--- config.mk ---
export PLATFORM = sky130hd
export DESIGN_NAME = scc_delta_sigma_dac
export DESIGN_NICKNAME = d
export VERILOG_FILES = /design/src/rtl/scc_delta_sigma_dac.sv
export SDC_FILE = /design/constraint.sdc
export NUM_CORES = 1
export LEC_CHECK = 0
export BUFFER_PORTS_ARGS = -buffer_cell sky130_fd_sc_hd__buf_2
export CAP_MARGIN = 15
export CORE_ASPECT_RATIO = 2
export CORE_MARGIN = 1
export CORE_UTILIZATION = 50
export CTS_BUF_LIST = sky130_fd_sc_hd__clkbuf_2
export CTS_CLUSTER_DIAMETER = 60
export DETAILED_ROUTE_END_ITERATION = 10
export PLACE_DENSITY = 0.7
export SYNTH_ARGS = -nofsm -noshare
export SYNTH_HDL_FRONTEND = slang
export SYNTH_SLANG_ARGS = --single-unit
--- constraint.sdc ---
create_clock -name clk -period 2.45 [get_ports clk]
set_input_delay 0 -clock clk [delete_from_list [all_inputs] [get_ports clk]]
set_output_delay 0 -clock clk [all_outputs]
set_load 0.1 [all_outputs]
--- src/rtl/scc_delta_sigma_dac.sv ---
// First-order delta-sigma DAC for the SCC left mix, with click-free power-up,
// mute and unmute slewing through midscale before tracking the input directly.
module scc_delta_sigma_dac #(
    parameter int RAMP_SHIFT = 4
) (
    input  logic        clk,
    input  logic        nreset,
    input  logic [10:0] left_in,
    input  logic        mute,
    output logic        dac_out,
    output logic        ready
);

    localparam logic [10:0] MID = 11'd1024;
    localparam int          CW  = (RAMP_SHIFT == 0) ? 1 : RAMP_SHIFT;

    typedef enum logic [2:0] {
        ST_RAMP,
        ST_SLEW,
        ST_RUN,
        ST_FADE,
        ST_MUTED
    } state_t;

    state_t        r_state;
    logic [10:0]   r_left_q;
    logic [10:0]   r_level;
    logic [10:0]   r_acc;
    logic [CW-1:0] r_tick_cnt;
    logic          r_dac;
    logic          r_ready;
    logic          w_tick;
    logic [11:0]   w_sum;

    function automatic logic [10:0] step_toward(input logic [10:0] cur,
                                                input logic [10:0] tgt);
        if (cur < tgt) return cur + 11'd1;
        if (cur > tgt) return cur - 11'd1;
        return cur;
    endfunction

    // A shift of zero means every clock is a slew tick.
    assign w_tick = (RAMP_SHIFT == 0) ? 1'b1 : (&r_tick_cnt);

    always_ff @(posedge clk) begin
        if (!nreset) begin
            r_tick_cnt <= '0;
            r_left_q   <= '0;
        end else begin
            r_tick_cnt <= r_tick_cnt + CW'(1);
            r_left_q   <= left_in;
        end
    end

    always_ff @(posedge clk) begin
        if (!nreset) begin
            r_state <= ST_RAMP;
            r_level <= '0;
            r_ready <= 1'b0;
        end else begin
            r_ready <= 1'b0;
            case (r_state)
                ST_RAMP: begin
                    if (w_tick) r_level <= step_toward(r_level, MID);
                    if (r_level == MID) r_state <= mute ? ST_MUTED : ST_SLEW;
                end
                ST_SLEW: begin
                    if (w_tick) r_level <= step_toward(r_level, r_left_q);
                    if (mute) begin
                        r_state <= ST_FADE;
                    end else if (r_level == r_left_q) begin
                        r_state <= ST_RUN;
                        r_ready <= 1'b1;
                    end
                end
                ST_RUN: begin
                    r_level <= r_left_q;
                    if (mute) r_state <= ST_FADE;
                    else      r_ready <= 1'b1;
                end
                ST_FADE: begin
                    if (w_tick) r_level <= step_toward(r_level, MID);
                    if (!mute)               r_state <= ST_SLEW;
                    else if (r_level == MID) r_state <= ST_MUTED;
                end
                ST_MUTED: begin
                    r_level <= MID;
                    if (!mute) r_state <= ST_SLEW;
                end
                default: r_state <= ST_RAMP;
            endcase
        end
    end

    // Modulator: the carry out of the 11-bit accumulator is the output bit.
    assign w_sum = {1'b0, r_acc} + {1'b0, r_level};

    always_ff @(posedge clk) begin
        if (!nreset) begin
            r_acc <= '0;
            r_dac <= 1'b0;
        end else begin
            r_acc <= w_sum[10:0];
            r_dac <= w_sum[11];
        end
    end

    assign dac_out = r_dac;
    assign ready   = r_ready;

endmodule

==> run_results.csv <==
group,metric,value,unit
final_layout,syn_to_final_growth,27.9,%
timing,slew_viol_final,0,
worst_setup_path,crit_chain,"inv_1 > ha_1 > a21o_1 > a2111oi_4 > or2_4 > mux2_4 > o31a_1 > o22ai_1",
yosys,synth_nets,392,
timing,worst_slew_pin_slew,730,ps
yosys,seq_area_frac_synth,28.8,%
yosys,postSynthCellCount,352,
placed_design,port_buffers,15,
worst_hold_path,min-delay-start,"nreset",
floorplanning,fp.dieW,56.0,µm
final_layout,seq_area,860,µm²
final_layout,fin_util,65.9,%
yosys,synth_top_area_share,28.8,%
global_routing,grt_pass1_vias,2832,
outcome,status,"finished clean",
pwr,total_power,1.71,mW
floorplanning,rows,39,
final_layout,stdcell_count,477,
yosys,async_reset_ff_share,0,%
final_layout,design_area,3730,µm²
worst_setup_path,cpMaxStageDelayCell,"a2111oi_4",
timing,clock_skew,36.7,ps
timing,setup_ws,2.75,ps
timing,slew_headroom,51.0,%
timing,finalCriticalPeriod,2450,ps
worst_setup_path,end_kind,"flip-flop",
worst_setup_path,crit_required,2820,ps
yosys,synth_top_area_cell,"dfxtp_1",
final_layout,insertedDiodeCount,0,
placed_design,gp_congestion,0.946,
worst_setup_path,critPathMaxFanout,4,
detailed_routing,finalWirelength,8.16,mm
worst_setup_path,worst_setup_path_start_kind,"flip-flop",
floorplanning,die_h,110,µm
global_routing,met2_usage,49.1,%
detailed_routing,via_per_inst,5.99,
yosys,avgSynthCellArea,8.28,µm²
detailed_routing,routedWlPerCell,17.1,µm
worst_setup_path,slowest_delay,440,ps
worst_hold_path,hold_path_class,"in -> reg",
global_routing,grt.busiest_layer,"met2",
yosys,synthTopCellsByArea,"dfxtp_1, ha_1, and2_1",
global_routing,grtUsageTotal,27.4,%
pwr,ir_drop,0.406,mV
final_layout,drive_gt1_share,29.6,%
yosys,synth_edf_count,0,
worst_setup_path,crit_type,"reg -> reg",
pwr,powerDensity,458,nW/µm²
floorplanning,die_area,6160,µm²
timing,worst_hold_slack,91.6,ps
placed_design,place_area,3290,µm²
floorplanning,initial_core_util,51.5,%
yosys,synth_area,2920,µm²
detailed_routing,drt_iter0_drc,106,
global_routing,grt_pass1_wl,12.9,mm
clocking,cts_num_sinks,42,
pwr,p_leak,1.66,nW
final_layout,final_nets,456,
yosys,ys.flop_type,"dfxtp_1",
job,cap_violations,0,
clocking,numCtsBuffers,5,
worst_setup_path,crit_start,"r_left_q[9]",
detailed_routing,ant_nets,0,
global_routing,grt.met3_usage,4.32,%
clocking,worstSkewPairLatency,450,ps
timing,hold_violations,0,
global_routing,grt-ovfl-total,0,
detailed_routing,vias,2855,
timing,grt_setup_unrepaired,"true",
timing,fin_crit_sh,99.9,%
clocking,cts.path.max_buffers,2,
clocking,path_clk_slew,240,ps
placed_design,place_hpwl,6.05,mm
clocking,htreeDepth,2,
final_layout,multi_input_area,2100,µm²
yosys,yosysWarnings,0,
placed_design,place_ws,-73.0,ps
worst_setup_path,crit_arrival,2820,ps
global_routing,grt_antenna_before_repair,0,
detailed_routing,first_pass_iters,4,
yosys,yosysUniqueCellTypes,56,
floorplanning,io_pins,16,
clocking,root_buffer,"clkbuf_2",
final_layout,num-fill-cells,500,
timing,tns,0,ps
timing,setup_viol,0,
yosys,ys_ff_latch,42,
placed_design,dp.cells,450,
floorplanning,core_area,5660,µm²
clocking,cts_tree,"done",
global_routing,grt_start_max_net_pins,45,
timing,fmax,0.409,GHz
global_routing,grt_util_met1,25.6,%
worst_setup_path,r2r_start,"r_left_q[9]",
detailed_routing,drc,0,
## area by class of cell
type | count | share of cell area [%]
Inverter | 21 | 2.11
Tap cell | 61 | 2.05
Timing Repair Buffer | 76 | 15.5
Clock buffer | 7 | 0.940
Multi-Input combinational cell | 270 | 56.3
Sequential cell | 42 | 23.1
## worst max-delay path: cells and delay by family (launching register included)
kind	cells	cell delay [ps]
simple gates	1	240
compound gates	4	1060
fa+ha+maj	1	310
buf+inv	1	50
mux	1	310
flops	1	380
## sequential cells by signal, summed over array words and instances, names as in the netlist
name / flops
ready: 1
r_tick_cnt: 4
r_acc: 11
dac_out: 1
r_state: 3
r_left_q: 11
r_level: 11
## layout by cell type, fill, tap and decap left out, types with 4 or more instances in the layout
cell type       n
buf_6           4
a21oi_1        19
dfxtp_1        31
nand3_1        10
xor2_1          7
nor2b_1         8
a21o_1          4
o31a_1          4
dlygate4sd3_1  12
o21a_1          6
mux2i_1         6
clkbuf_2        7
inv_1          18
o21ai_0        12
and2_1         22
ha_1           22
xnor2_1        14
buf_4          45
buf_2          15
dfxtp_2         9
nor3b_1         5
nor2_1         21
o22ai_1         4
nor3_1          6
nand2_1        21
and3_1          5
## where the power goes
group | total, mW | switching, mW | internal (mW) | leakage, nW
registers | 0.753 | 0.0292 | 0.723 | 0.348
logic | 0.649 | 0.337 | 0.312 | 1.28
clock network | 0.305 | 0.231 | 0.0740 | 0.0291
total | 1.71 | 0.597 | 1.11 | 1.66
## metal layers
layer  part of all wire (%)  vias up  wire length (µm)
met1                     36     1337              2900
li1                       -     1385                 -
met4                    8.5        0               694
met2                     53       89              4290
met3                    3.4       44               277
met5                      0        -                 0
## final timing paths
| check | endpoint | slack, ps | cells past startpoint |
|---|---|---|---|
| max | r_level[4] | 3 | 8 |
| min | r_state[2] | 90 | 3 |
| max reg2reg | r_level[4] | 3 | 8 |
| min reg2reg | r_tick_cnt[0] | 460 | 1 |
## cells in the mapped netlist (2+ instances only)
master and number:
o31a_1 3, nor3b_1 5, o21ai_0 16, o22ai_1 6
nor3_1 7, a31oi_1 4, o2111a_1 2, o31ai_1 2
nor2b_1 9, nand3_1 12, xor2_1 7, xnor2_1 14
buf_2 4, buf_1 2, inv_1 21, nand4_1 3
o311ai_0 2, nand2_1 22, dfxtp_1 42, nor4_1 2
o21a_1 6, ha_1 25, nor2_1 23, and2_1 22
buf_6 2, nand4b_1 3, a22oi_1 3, a21oi_1 22
a32oi_1 2, a221oi_1 5, clkbuf_1 10, mux2i_1 10
nand2b_1 4, and3_1 5, a21o_1 4
## logic make-up (layout without fill, tap and decap cells)
| group | count (synthesis) | in the layout | share of synthesized area, % |
|---|---|---|---|
| flip-flops | 42 | 42 | 28.8 |
| buffers and inverters | 41 | 104 | 6.14 |
| AO/OA/AOI/OAI | 86 | 87 | 20.2 |
| adder cells (fa/ha/maj) | 26 | 26 | 11.4 |
| multiplexers | 12 | 12 | 4.33 |
| XOR/XNOR | 21 | 21 | 6.31 |
| AND/OR/NAND/NOR | 124 | 124 | 22.7 |
## repair_timing
| item | 4_1_cts | 5_1_grt |
|---|---|---|
| endpoints found under the setup margin | 13 | 14 |
| gates cloned | 1 | 0 |
| resized for setup | 13 | 46 |
| setup buffers | 0 | 7 |
| hold buffers | 12 | 0 |
| pin swaps | 5 | 18 |
| hold endpoints to repair | 14 | 0 |
No activity file was read; power rests on OpenSTA's default activity.
